[src/rtl/adq_readout.sv]
// Acquisition-memory readout: streams words 0..last_add from a synchronous RAM
// to a valid/ready sink, one word per RD -> WAIT -> OUT pass.
module adq_readout #(
  parameter int DATA_W = 32,
  parameter int ADD_S  = 8
) (
  input  logic              clk,
  input  logic              rst,
  input  logic              init,
  input  logic [ADD_S-1:0]  last_add,
  output logic              mem_en,
  output logic              mem_wr,
  output logic [ADD_S-1:0]  mem_add,
  input  logic [DATA_W-1:0] mem_data,
  output logic [DATA_W-1:0] dout,
  output logic              dout_valid,
  input  logic              dout_ready,
  output logic              busy,
  output logic              done,
  output logic [2:0]        dbg_state
);

  typedef enum logic [2:0] {
    S_IDLE = 3'd0,
    S_RD   = 3'd1,
    S_WAIT = 3'd2,
    S_OUT  = 3'd3,
    S_DONE = 3'd4
  } state_t;

  localparam logic [ADD_S-1:0] ADD_ONE = {{(ADD_S-1){1'b0}}, 1'b1};

  state_t              r_state;
  logic [ADD_S-1:0]    r_cnt;
  logic [ADD_S-1:0]    r_last;
  logic [DATA_W-1:0]   r_dout;
  logic                r_mem_en;
  logic                r_dout_valid;
  logic                r_busy;
  logic                r_done;

  // Handshake: a word transfers on a rising edge where dout_valid and
  // dout_ready are both 1; dout_valid never drops and dout never changes before that.
  always_ff @(posedge clk) begin
    if (!rst) begin
      r_state      <= S_IDLE;
      r_cnt        <= '0;
      r_last       <= '0;
      r_dout       <= '0;
      r_mem_en     <= 1'b0;
      r_dout_valid <= 1'b0;
      r_busy       <= 1'b0;
      r_done       <= 1'b0;
    end else begin
      case (r_state)
        S_IDLE: begin
          if (init) begin
            r_state  <= S_RD;
            r_cnt    <= '0;
            r_last   <= last_add;
            r_mem_en <= 1'b1;
            r_busy   <= 1'b1;
          end
        end
        S_RD: begin
          r_state  <= S_WAIT;
          r_mem_en <= 1'b0;
        end
        S_WAIT: begin
          r_state      <= S_OUT;
          r_dout       <= mem_data;
          r_dout_valid <= 1'b1;
        end
        S_OUT: begin
          if (dout_ready) begin
            r_dout_valid <= 1'b0;
            // Stopping on equality keeps the counter from wrapping at full depth.
            if (r_cnt == r_last) begin
              r_state <= S_DONE;
              r_done  <= 1'b1;
            end else begin
              r_state  <= S_RD;
              r_cnt    <= r_cnt + ADD_ONE;
              r_mem_en <= 1'b1;
            end
          end
        end
        S_DONE: begin
          r_state <= S_IDLE;
          r_done  <= 1'b0;
          r_busy  <= 1'b0;
        end
        default: begin
          r_state      <= S_IDLE;
          r_mem_en     <= 1'b0;
          r_dout_valid <= 1'b0;
          r_busy       <= 1'b0;
          r_done       <= 1'b0;
        end
      endcase
    end
  end

  assign mem_en     = r_mem_en;
  assign mem_wr     = 1'b0;
  assign mem_add    = r_cnt;
  assign dout       = r_dout;
  assign dout_valid = r_dout_valid;
  assign busy       = r_busy;
  assign done       = r_done;
  assign dbg_state  = r_state;

endmodule

[config.mk]
export PLATFORM = sky130hd
export DESIGN_NAME = adq_readout
export DESIGN_NICKNAME = d
export VERILOG_FILES = /design/src/rtl/adq_readout.sv
export SDC_FILE = /design/constraint.sdc
export NUM_CORES = 1
export LEC_CHECK = 0
export ABC_CLOCK_PERIOD_IN_PS = 1600
export CAP_MARGIN = 5
export CORE_MARGIN = 2
export CORE_UTILIZATION = 35
export CTS_BUF_LIST = sky130_fd_sc_hd__clkbuf_8
export CTS_CLUSTER_DIAMETER = 200
export CTS_CLUSTER_SIZE = 12
export DETAILED_ROUTE_END_ITERATION = 10
export HOLD_SLACK_MARGIN = 0.15
export PLACE_DENSITY = 0.78
export SLEW_MARGIN = 30
export SYNTH_ARGS = -nofsm -noshare
export SYNTH_HDL_FRONTEND = slang
export SYNTH_SLANG_ARGS = --single-unit
[constraint.sdc]
create_clock -name clk -period 1.6 [get_ports clk]
set_input_delay 0.32 -clock clk [delete_from_list [all_inputs] [get_ports clk]]
set_output_delay 0.32 -clock clk [all_outputs]
set_load 0.02 [all_outputs]
# --- Word level (Yosys, flattened, before mapping) ---
# Index checks and enable logic that the tools add are counted.
word_totals:
  inputBits: 44
  regBits: 55
  mem_count: 0
  mem_bits_rw: 0
  latch_bits: 0
  elab_cells: 53
  output_inout_bits: 48
  mem_bits_ro: 0
op_classes:
  mul: 0
  order_cmp: 0
  n_mux: 18
  add_sub_neg: 1
  bitwise_logic: 4
  reduce_logical: 13
  n_eq_ne: 9
  shift: 0
  n_div: 0
op_table:
  columns: ["operator", "count"]
  rows:
  - ["$mux 8", 3]
  - ["$pmux 8 s2", 1]
  - ["$pmux 3 s4", 1]
  - ["$mux 3", 3]
  - ["$reduce_or 3->1", 3]
  - ["$add 8x1->8 const B", 1]
  - ["$eq 8x8->1", 1]
  - ["$ne 2x2->1 const B", 4]
  - ["$reduce_and 2->1", 4]
  - ["$reduce_and 4->1", 2]
  - ["$eq 3x2->1 const B", 2]
  - ["$mux 1", 6]
  - ["$pmux 1 s3", 2]
  - ["$not 1->1", 4]
  - ["$pmux 1 s2", 2]
  - ["$eq 3x1->1 const B", 1]
  - ["$eq 3x3->1 const B", 1]
  - ["$logic_not 3->1", 1]
  - ["$reduce_and 3->1", 1]
  - ["$reduce_bool 2->1", 1]
  - ["$reduce_or 2->1", 1]

# --- Longest topological paths before layout ---
logic_depth:
  depth_word: 4
  mapped_depth: 6
  ltp_nobuf: 5

# --- Worst setup path after synthesis ---
# OpenSTA, ideal clock, no wires.
synth_path:
  path_kind: "register to register"
  from: "register r_cnt[3], in the netlist mem_add[3]"
  to: "register r_mem_en, in the netlist mem_en"
  arrival_ps: 1531
  t_required_ps: 1478
  setup_time_ps: 122
  n_path_buf: 0
  setup_slack_ps: -53
  path_stages_with_launch: 5
  period_less_slack_ps: 1653
  path_cell_list: "dfxtp_1 xor2_1 nor4_4 nand2_2 o311a_1"
synth_via:
  elab_chain_len: 3
synth_lines:
  columns: ["item", "line", "text"]
  rows:
  - ["start, declared", "34", "logic [ADD_S-1:0] r_cnt;"]
  - ["start signal, assigned", "83", "r_cnt <= r_cnt + ADD_ONE;"]
  - ["$eq 8x8->1", "78", "if (r_cnt == r_last) begin"]
  - ["$ne 2x2->1 (no source line)", null, null]
  - ["$reduce_and 4->1 (no source line)", null, null]
  - ["end signal, assigned", "67", "r_mem_en <= 1'b0;"]
  - ["end signal, assigned", "84", "r_mem_en <= 1'b1;"]
  - ["end signal, assigned", "95", "r_mem_en <= 1'b0;"]
  - ["end, declared", "37", "logic r_mem_en;"]
# Every way passes these cells.
# A chain may end at the register's enable or synchronous reset.

# --- Final worst setup path ---
layout_path:
  from: "register r_cnt[4], in the netlist mem_add[4]"
  to: "register r_mem_en, in the netlist mem_en"
# Same word-level chain as after synthesis.

==> out/metrics.csv <==
metric,value,unit
status,"finished, final reports clean",
die width,87.4,um
sequential-to-total area share from yosys stat,45.2,%
reg-to-reg endpoint,mem_en$_SDFFE_PN0P_,
VDD IR max,414,uV
switching power,883,uW
"critical path fanouts, max",15,
Initial Util,36.0,%
hpwl dp,4.62,mm
Max Root-Sink Buffers,2,
switch share,26.8,%
hold path depth,2,
CP required,1.81,ns
synth unique cells,45,
first-pass GRT wire length,10.0,mm
Post-Synth XOR/XNOR Area,2.88,%
crit start category,flip-flop,
final setup fails,0,
Yosys top cell area share,45.2,%
Avg Inst Size Synth,8.66,sq um
Post-synth EDFFs,0,
"Top FF cell, synth",dfxtp_1,
compound-cell area share of the yosys netlist,22.5,%
Final Wtd Congestion,0.891,
"CTS clk-pin slew, worst paths",0.10,ns
critical path capture point type,flip-flop,
sequential share of power,45.3,%
Layout area overhead,52.8,%
largest cells by area after synthesis,"dfxtp_1 45%, nand2_1 14%, a21boi_0 11%",
Min-Delay Path Class,flip-flop to flip-flop,
simple-gate share of the synthesized area,23.5,%
Hold WS,0.454,ns
port buffer count,90,
max-cap violation count,0,
die height,87.4,um
Fin. Hold Viols,0,
CTS tree,built,
hold path endpoint,dout[7]$_SDFFE_PN0P_,
Final #Nets,432,
Clock Sinks,55,
crit share post-route,96.5,%
"area leader, netlist",dfxtp_1,
Yosys Warn Count,0,
layout cell share with drive strength beyond 1,14.2,%
Worst EP arrival,1.75,ns
fraction of the mapped netlist area in adder cells,0.514,%
CTS Buf Count,5,
area of the mapped netlist,2430,sq um
"Hold-fix buffers, CTS",0,
vias in the first global route,2148,
Routed Antenna Nets,0,
ANT cells,0,
most frequent cells in the layout,"88 x nand2_1, 51 x dfxtp_1, 43 x clkdlybuf4s50_1",
routed via count,2321,
min cycle time layout,1.54,ns
Pins Over Slew Limit,0,
combinational cell fraction of total power,21.7,%
Worst R2R Path Depth,5,
hold_sp,dout[7]$_SDFFE_PN0P_,
R2R Setup Slk,0.06,ns
Routed WL per cell,13.3,um
Cell Rows,30,
die area,7640,sq um
1st-pass router iterations,5,
DR vias/cell,4.96,
"Core Util, Final",55.0,%
post-synthesis mux area share,0.411,%
"commonest non-fill, non-tap cell in the layout",nand2_1,
IO Count,92,
synthesis-stage register bit count,55,
Pint,2410,uW
f_max,648,MHz
leakage,0.00184,uW
pin count of the biggest net entering global routing,30,
post-synth net total,326,
# Post-CTS Setup Buffers,0,
post-synthesis cell count,281,
CP Class,flip-flop to flip-flop,
Core Region,6760,sq um
drt first-iter violations,119,
gr usage total,16.7,%
Non-Filler Instances,468,
placed cells,460,
CTS Root Cell,clkbuf_8,
RR Startpoint,mem_add[4]$_SDFFE_PN0P_,
largest family of logic cells by synthesized area,simple AND/OR/NAND/NOR gates,
Clock Skews,0.00764,ns
DR DRC count,0,
Synth async-reset ratio,0,%
Total Wirelength,6.22,mm
Clock Latency Late Sink,0.31,ns
initial antenna violation count,0,
H-tree depth,2,
GRT overflow,0,
Clock Power Share,33.0,%
Power Density,886,nW/um^2
-- sequential cells by signal (all words and copies together) (netlist names) --
signal      flops
busy            1
dbg_state       3
done            1
dout           32
dout_valid      1
mem_add         8
mem_en          1
r_last          8
-- layout make-up --
| cell class | count | area (sq um) |
|---|---|---|
| well taps | 80 | 100 |
| fillers | 630 | 3040 |
| clock buffers | 5 | 68.8 |
| inverters | 3 | 11.3 |
| repair buffers | 118 | 1120 |
| flip-flops and latches | 55 | 1110 |
| clock inverters | 3 | 67.6 |
| multi-input cells | 204 | 1240 |
-- kinds of logic after synthesis --
| family | Yosys count |
|---|---|
| flops | 55 |
| simple gates | 121 |
| xor+xnor | 8 |
| compound gates | 72 |
| buf+inv | 22 |
| other cells | 1 |
| fa+ha+maj | 1 |
| mux | 1 |
-- worst max path at each step --
stage / from / end / slack, ns / cells past startpoint
finish: mem_add[4]$_SDFFE_PN0P_ / mem_en$_SDFFE_PN0P_ / 0.06 / 5
global route: dbg_state[2]$_SDFFE_PN0P_ / dout[23]$_SDFFE_PN0P_ / -0.02 / 6
CTS: dout[8]$_SDFFE_PN0P_ / dout[8] / 0.0007 / 1
detailed placement: rst / mem_add[2]$_SDFFE_PN0P_ / -0.38 / 5
global placement: rst / mem_add[2]$_SDFFE_PN0P_ / -0.23 / 5
floorplan: dbg_state[1]$_SDFFE_PN0P_ / mem_add[2]$_SDFFE_PN0P_ / 0.04 / 5
-- synth_stat cells, types with 3 or more instances --
master / number
nor2b_1: 4
nand2b_1: 5
a21boi_1: 5
o21ai_0: 3
nor2_1: 5
nand2_1: 89
a2111o_1: 5
a21oi_1: 3
buf_2: 5
o21ai_1: 5
clkbuf_1: 8
buf_4: 3
a21boi_0: 35
a221oi_1: 4
dfxtp_1: 55
xor2_1: 8
inv_1: 3
nand3_1: 4
-- metrics by stage --
stage / area, sq um / worst slack [ns] / total power (uW) / TNS [ns]
after floorplan: 2460 / 0.0365 / 1930 / 0
after global placement: 3560 / -0.231 / 2260 / -1.50
after detailed placement: 3560 / -0.384 / 2270 / -1.96
after CTS: 3660 / 0.000671 / 3330 / 0
after global routing: 3720 / -0.0194 / 3460 / -0.0318
final: 3720 / 0.0559 / 3290 / 0
-- power by group through the flow --
stage / sequential, uW / clock (uW) / combinational [uW]
after floorplan: 1600 / 0 / 324
after global placement: 1520 / 0 / 734
after detailed placement: 1530 / 0 / 741
after CTS: 1490 / 1120 / 721
after global routing: 1500 / 1170 / 780
final: 1490 / 1090 / 714
-- timing repair --
item                       CTS  global route
cloned                       0             0
resized for setup           28            24
setup endpoints to repair   28            23
-- per-layer routing --
metal,track usage [%],part of all wire [%],vias up
met5,0,0,-
met4,5.73,1.7,0
met3,3.98,6.6,10
met2,26.3,47,81
met1,22.3,45,1062
li1,-,-,1168
-- worst max-delay path, cell delays in order (launching register included) --
cell,delay [ns]
dfxtp_4,0.37
xor2_2,0.15
nor4_4,0.28
buf_4,0.26
nand2_2,0.08
o311a_1,0.29
Power figures use the tool's default switching activity.
